**config.mk**
```make
export PLATFORM = sky130hd
export DESIGN_NAME = alu_result_fifo
export DESIGN_NICKNAME = d
export VERILOG_FILES = /design/src/rtl/alu_result_fifo.sv
export SDC_FILE = /design/constraint.sdc
export NUM_CORES = 1
export LEC_CHECK = 0
export ABC_CLOCK_PERIOD_IN_PS = 4400
export CAP_MARGIN = 20
export CORE_ASPECT_RATIO = 1.75
export CORE_MARGIN = 2
export CORE_UTILIZATION = 56
export CTS_CLUSTER_DIAMETER = 30
export DETAILED_ROUTE_END_ITERATION = 10
export PLACE_DENSITY = 0.82
export SYNTH_ARGS = -nofsm -noshare
export SYNTH_HDL_FRONTEND = slang
export SYNTH_SLANG_ARGS = --single-unit
```
**constraint.sdc**
```tcl
create_clock -name clk -period 4.4 [get_ports clk]
set_clock_uncertainty 0.2 [all_clocks]
set_input_delay 0.66 -clock clk [delete_from_list [all_inputs] [get_ports clk]]
set_output_delay 0.66 -clock clk [all_outputs]
set_load 0.01 [all_outputs]
```
**src/rtl/alu_result_fifo.sv**
```systemverilog
// First-word-fall-through buffer for registered ALU mux results.
// Tags each entry with its select code and a zero flag; counts drops.
module alu_result_fifo #(
  parameter int DATA_W = 4,
  parameter int DEPTH  = 4,
  parameter int CNT_W  = 3
) (
  input  logic              clk,
  input  logic              rst,
  input  logic              in_valid,
  input  logic [DATA_W-1:0] in_data,
  input  logic [1:0]        in_sel,
  output logic              in_ready,
  output logic              out_valid,
  output logic [DATA_W-1:0] out_data,
  output logic [1:0]        out_sel,
  output logic              out_zero,
  input  logic              out_ready,
  output logic [CNT_W-1:0]  count,
  output logic [3:0]        drop_cnt
);

  localparam int AW = $clog2(DEPTH);
  localparam logic [CNT_W-1:0] FULL = CNT_W'(DEPTH);

  typedef struct packed {
    logic [1:0]        sel;
    logic [DATA_W-1:0] data;
    logic              zero;
  } entry_t;

  entry_t           mem_q [DEPTH];
  logic [AW-1:0]    wr_ptr_q, wr_ptr_d;
  logic [AW-1:0]    rd_ptr_q, rd_ptr_d;
  logic [CNT_W-1:0] cnt_q, cnt_d;
  logic [3:0]       drop_q, drop_d;
  logic             push, pop, drop;

  // Flow control comes only from registered occupancy.
  assign in_ready  = (cnt_q != FULL);
  assign out_valid = (cnt_q != '0);
  assign push      = in_valid & in_ready;
  assign pop       = out_valid & out_ready;
  assign drop      = in_valid & ~in_ready;

  assign out_data = mem_q[rd_ptr_q].data;
  assign out_sel  = mem_q[rd_ptr_q].sel;
  assign out_zero = mem_q[rd_ptr_q].zero;
  assign count    = cnt_q;
  assign drop_cnt = drop_q;

  always_comb begin
    wr_ptr_d = wr_ptr_q;
    rd_ptr_d = rd_ptr_q;
    cnt_d    = cnt_q;
    drop_d   = drop_q;
    if (push) wr_ptr_d = wr_ptr_q + AW'(1);
    if (pop)  rd_ptr_d = rd_ptr_q + AW'(1);
    unique case ({push, pop})
      2'b10:   cnt_d = cnt_q + CNT_W'(1);
      2'b01:   cnt_d = cnt_q - CNT_W'(1);
      default: cnt_d = cnt_q;
    endcase
    if (drop && drop_q != 4'hF) drop_d = drop_q + 4'd1;
  end

  always_ff @(posedge clk) begin
    if (rst) begin
      wr_ptr_q <= '0;
      rd_ptr_q <= '0;
      cnt_q    <= '0;
      drop_q   <= '0;
    end else begin
      wr_ptr_q <= wr_ptr_d;
      rd_ptr_q <= rd_ptr_d;
      cnt_q    <= cnt_d;
      drop_q   <= drop_d;
    end
  end

  always_ff @(posedge clk) begin
    if (push && !rst) begin
      mem_q[wr_ptr_q] <= '{sel: in_sel, data: in_data,
                           zero: (in_data == '0)};
    end
  end

endmodule

```
; ---- After elaboration in Yosys (flattened, before gate mapping)
; Memories as Yosys holds them, arrays and structs flattened. A register that Yosys moved wholly into a read port is not among the register bits.
; Index checks and enable logic that the tools add are counted.
[totals]
regBits = 11
mem_bits_rw = 28
out_inout_bits = 16
n_memories = 1
[classes]
add_sub_neg = 5
n_eq_ne = 4
muxes = 5
bitwise = 4
reduce_logical = 6
[memory_table]
columns = memory, words, width, rd, rd_clocked_by_memory_dff, wr, line
row1 = mem_q, 4, 7, 1, 1, 1, 32  ; entry_t mem_q [DEPTH];
[op_table]
columns = operator, count
row1 = 3-bit one-hot mux with 2 select lines, 1
row2 = "2-bit by 1-bit adder with 2-bit output, second input constant", 2
row3 = "4-bit by 1-bit adder with 4-bit output, second input constant", 1
row4 = 4-bit logical NOT, 1
row5 = 2-bit two-way mux, 2
row6 = "4-bit inequality test, second input constant", 1
row7 = "3-bit by 1-bit adder with 3-bit output, second input constant", 1
row8 = 1-bit AND, 3
row9 = "3-bit inequality test, second input constant", 1
row10 = 3-bit nonzero test, 1
row11 = "3-bit by 1-bit subtractor with 3-bit output, second input constant", 1
row12 = "2-bit by 1-bit equality test with 1-bit output, second input constant", 1
row13 = "2-bit equality test, second input constant", 1
row14 = 1-bit logical AND, 2
row15 = 1-bit two-way mux, 2
row16 = 2-bit nonzero test, 1
row17 = 1-bit logical NOT, 1
row18 = 1-bit NOT, 1

; ---- Longest topological paths before layout
[logic_depth]
ltp_word = 5
ltp_mapped = 10

; ---- Worst setup path after synthesis
; Ideal clock, no wire load.
[synth_timing]
path_kind = flip-flop to flip-flop
startpoint = reg cnt_q[2], in the netlist count[2]
endpoint = reg cnt_q[2], in the netlist count[2]
t_arrival_ns = 2.121
t_required_ns = 4.129
path_slack_ns = 2.008
stages_incl_launch_ff = 10
period_less_slack_ns = 2.392
cell_sequence = dfxtp_1 -> nor3b_2 -> inv_1 -> nand2_1 -> ha_1 -> inv_1 -> fa_1 -> xor2_1 -> or3_1 -> a21oi_1
[synth_via]
elab_chain_len = 4
elab_cells_between_ends = 10
[synth_lines]
columns = item, line
row1 = from (decl), 35  ; logic [CNT_W-1:0] cnt_q, cnt_d;
row2 = from (signal assigned), 76  ; cnt_q <= cnt_d;
row3 = 3-bit inequality test (*), 40  ; assign in_ready = (cnt_q != FULL);
row4 = via in_ready, 13  ; output logic in_ready,
row5 = 1-bit AND (*), 42  ; assign push = in_valid & in_ready;
row6 = 2-bit by 1-bit equality test with 1-bit output / 2-bit equality test (equally long branches), 59  ; unique case ({push, pop})
row7 = 3-bit one-hot mux with 2 select lines / 2-bit nonzero test (equally long branches), -
; The timed path passes the listed nets; every way through them passes the cells marked *.
; A chain may end at the register's enable or synchronous reset.

==> results.sh <==
export IMPL_drc=0
export IMPL_dp_hpwl_um=2078
export IMPL_max_clock_freq_mhz=353.6
export IMPL_cts_root_buf="clkbuf_8"
export IMPL_yosysSeqAreaShare_pct=64.23
export IMPL_firstDrtPassIters=4
export IMPL_r2r_start="count[2]"
export IMPL_r2r_end="count[2]"
export IMPL_r2r_setup_slack_ps=1890
export IMPL_drtAntennaViolNets=0
export IMPL_syn_inst=114
export IMPL_grt_pass1_vias=1001
export IMPL_synth_fp_nets=131
export IMPL_synth_top_area_share_pct=49.05
export IMPL_utilization_pct=70.26
export IMPL_grt_max_degree=14
export IMPL_worst_ir_drop_vdd_mv=0.3703
export IMPL_synth_area_leaders="edfxtp_1, dfxtp_1, mux4_2"
export IMPL_crit_required_ps=3540
export IMPL_fin_tns_setup_ps=0
export IMPL_coreArea_um2=2928
export IMPL_cts_hold_buf=0
export IMPL_synth_area_per_cell_um2=15.04
export IMPL_max_cap_viol_count=0
export IMPL_period_minus_slack_ps=2828
export IMPL_routedWlPerCell_um=16.57
export IMPL_maxSlewViolCount=0
export IMPL_setup_viol=0
export IMPL_grt_pass1_wl_um=4664
export IMPL_hold_viol=0
export IMPL_syn_to_final_growth_pct=20.00
export IMPL_numCtsBuffers=5
export IMPL_yosysMostFrequentCell="edfxtp_1"
export IMPL_worstMarginPinSlew_ps=544.1
export IMPL_vias=997
export IMPL_io_buffers=25
export IMPL_synth_edf_count=28
export IMPL_ys_ff_latch=41
export IMPL_routed_wirelength_um=2834
export IMPL_hp_class="flop to flop"
export IMPL_vias_per_cell=5.830
export IMPL_initial_core_util_pct=58.55
export IMPL_clockBufferDepth=2
export IMPL_yosysTopAreaCell="edfxtp_1"
export IMPL_endpoint_kind="primary output"
export IMPL_htree_levels=2
export IMPL_path_max_fanout=7
export IMPL_rsz0062_at_grt="false"
export IMPL_num_antenna_cells=0
export IMPL_die_x_um=45.82
export IMPL_antenna_found_initial=0
export IMPL_cp_arrival_ps=1970
export IMPL_cts_tree="done"
export IMPL_post_cts_setup_buffer_count=0
export IMPL_cp_cell_sequence="mux4_2, clkdlybuf4s50_1"
export IMPL_synthArstFlopShare_pct=0
export IMPL_final_layout_size_suffix_gt1_share_pct=12.59
export IMPL_synth_commonest_cells="edfxtp_1, dfxtp_1, a21oi_1, inv_1, mux4_2"
export IMPL_clk_latency_ps=290
export IMPL_cts_resized_gates=0
export IMPL_clk_pin_slew_worst_paths_ps=70
export IMPL_reg2regPathDepth=9
export IMPL_holdPathEnd="drop_cnt[3]"
export IMPL_cp_start_kind="flop"
export IMPL_finalCritPeriodShare_pct=64.27
export IMPL_critical_path_max_stage_delay_ps=610
export IMPL_status="complete, no violations"
export IMPL_grt_total_usage_pct=19.07
export IMPL_final_net_count=159
export IMPL_place_gp_congestion=0.7357
export IMPL_holdCritStartpoint="drop_cnt[3]"
export IMPL_worstSetupPathType="flop to primary output"
export IMPL_yosys_warnings=0
export IMPL_row_count=26
export IMPL_die_h_um=77.19
export IMPL_io_pins=26
export IMPL_relSlewSlack_pct=63.27
export IMPL_synth_main_ff_cell="edfxtp_1"
export IMPL_initialDrtViolationCount=19
export IMPL_cp_slowest_cell="dfxtp_1"
export IMPL_yosysUniqueCellTypes=30
export IMPL_syn_area_um2=1714
export IMPL_dieArea_um2=3537
export IMPL_p_per_area_nw_per_um2=509.5
export IMPL_hold_depth=2
export IMPL_clock_sinks=41
export IMPL_grt_ovfl_total=0
export IMPL_cellLeakagePower_nw=0.6932
==> metal layers <==
layer | up-vias | global-route usage (%) | wire length (µm)
li1 | 481 | - | -
met1 | 482 | 19.35 | 1081
met2 | 28 | 32.54 | 1558
met3 | 6 | 5.882 | 121
met4 | 0 | 10.29 | 72
met5 | - | 0 | 0
==> state kept, by name (all words and copies together) (netlist names), named ones only <==
signal and cells:
rd_ptr_q 2, drop_cnt 4, mem_q 28, wr_ptr_q 2, count 3
==> cell families after synthesis <==
group                    Yosys count  synth area share (%)
XOR/XNOR                           4                 2.044
adder cells (fa/ha/maj)            7                 5.547
multiplexers                       7                 9.197
buffers and inverters             11                 2.919
AND/OR/NAND/NOR                   28                 10.73
flip-flops                        41                 64.23
AO/OA/AOI/OAI                     16                 5.329
==> final cells by class <==
type                       instances  area (µm²)
sequential                        41        1101
fill                             218       870.8
multi-input combinational         62       563.0
timing repair buffer              25       250.2
clock buffer                       5       68.82
tap                               28       35.03
inverter                           7       26.28
clock inverter                     3       12.51
==> worst max-delay path: cells and delay by family (launching register included) <==
family / cells / cell delay, ps
multiplexers: 1 / 570
flip-flops: 1 / 610
buffers and inverters: 1 / 490
==> report_power, final <==
| part | total [mW] | internal (mW) | switching, mW |
|---|---|---|---|
| combinational | 0.309 | 0.189 | 0.120 |
| sequential | 0.509 | 0.451 | 0.0580 |
| clock | 0.230 | 0.107 | 0.124 |
==> how the worst max path moves through the flow <==
| stage | depth (start not counted) | end | startpoint |
|---|---|---|---|
| CTS | 2 | out_sel[1] | flop |
| detailed placement | 8 | count[2] | out_ready |
| global route | 2 | out_sel[1] | flop |
| finish | 2 | out_sel[1] | flop |
| global placement | 8 | count[2] | in_valid |
| floorplan | 9 | count[2] | count[2] |
==> through the flow <==
stage                     instances  instance area (µm²)  hold WS (ps)  setup WS, ps  total power, mW
after global routing            171                 2057         343.0          1463            1.102
after global placement          163                 1976         295.3          1664           0.8195
after CTS                       171                 2057         318.2          1531            1.057
final                           171                 2057         317.7          1572            1.048
after floorplan                 114                 1714         283.7          2008           0.7001
after detailed placement        163                 1976         304.0          1587           0.8298
==> placed cells by master, fill, tap and decap left out, drive strengths merged <==
master and count:
edfxtp 28, nand3 3, o311ai 1, dfxtp 13, o31a 1, o31ai 1, clkinv 3, or3 4
nor3b 1, ha 6, a21oi 8, and3 1, nand3b 1, clkbuf 5, clkdlybuf4s50 25, o21ai 5
fa 1, nor3 3, inv 7, xnor2 1, mux4 7, and4bb 1, nor4 1, nand4bb 1
nand2 2, and2 4, xor2 3, nor2 6
No activity file was read; power rests on OpenSTA's default activity.
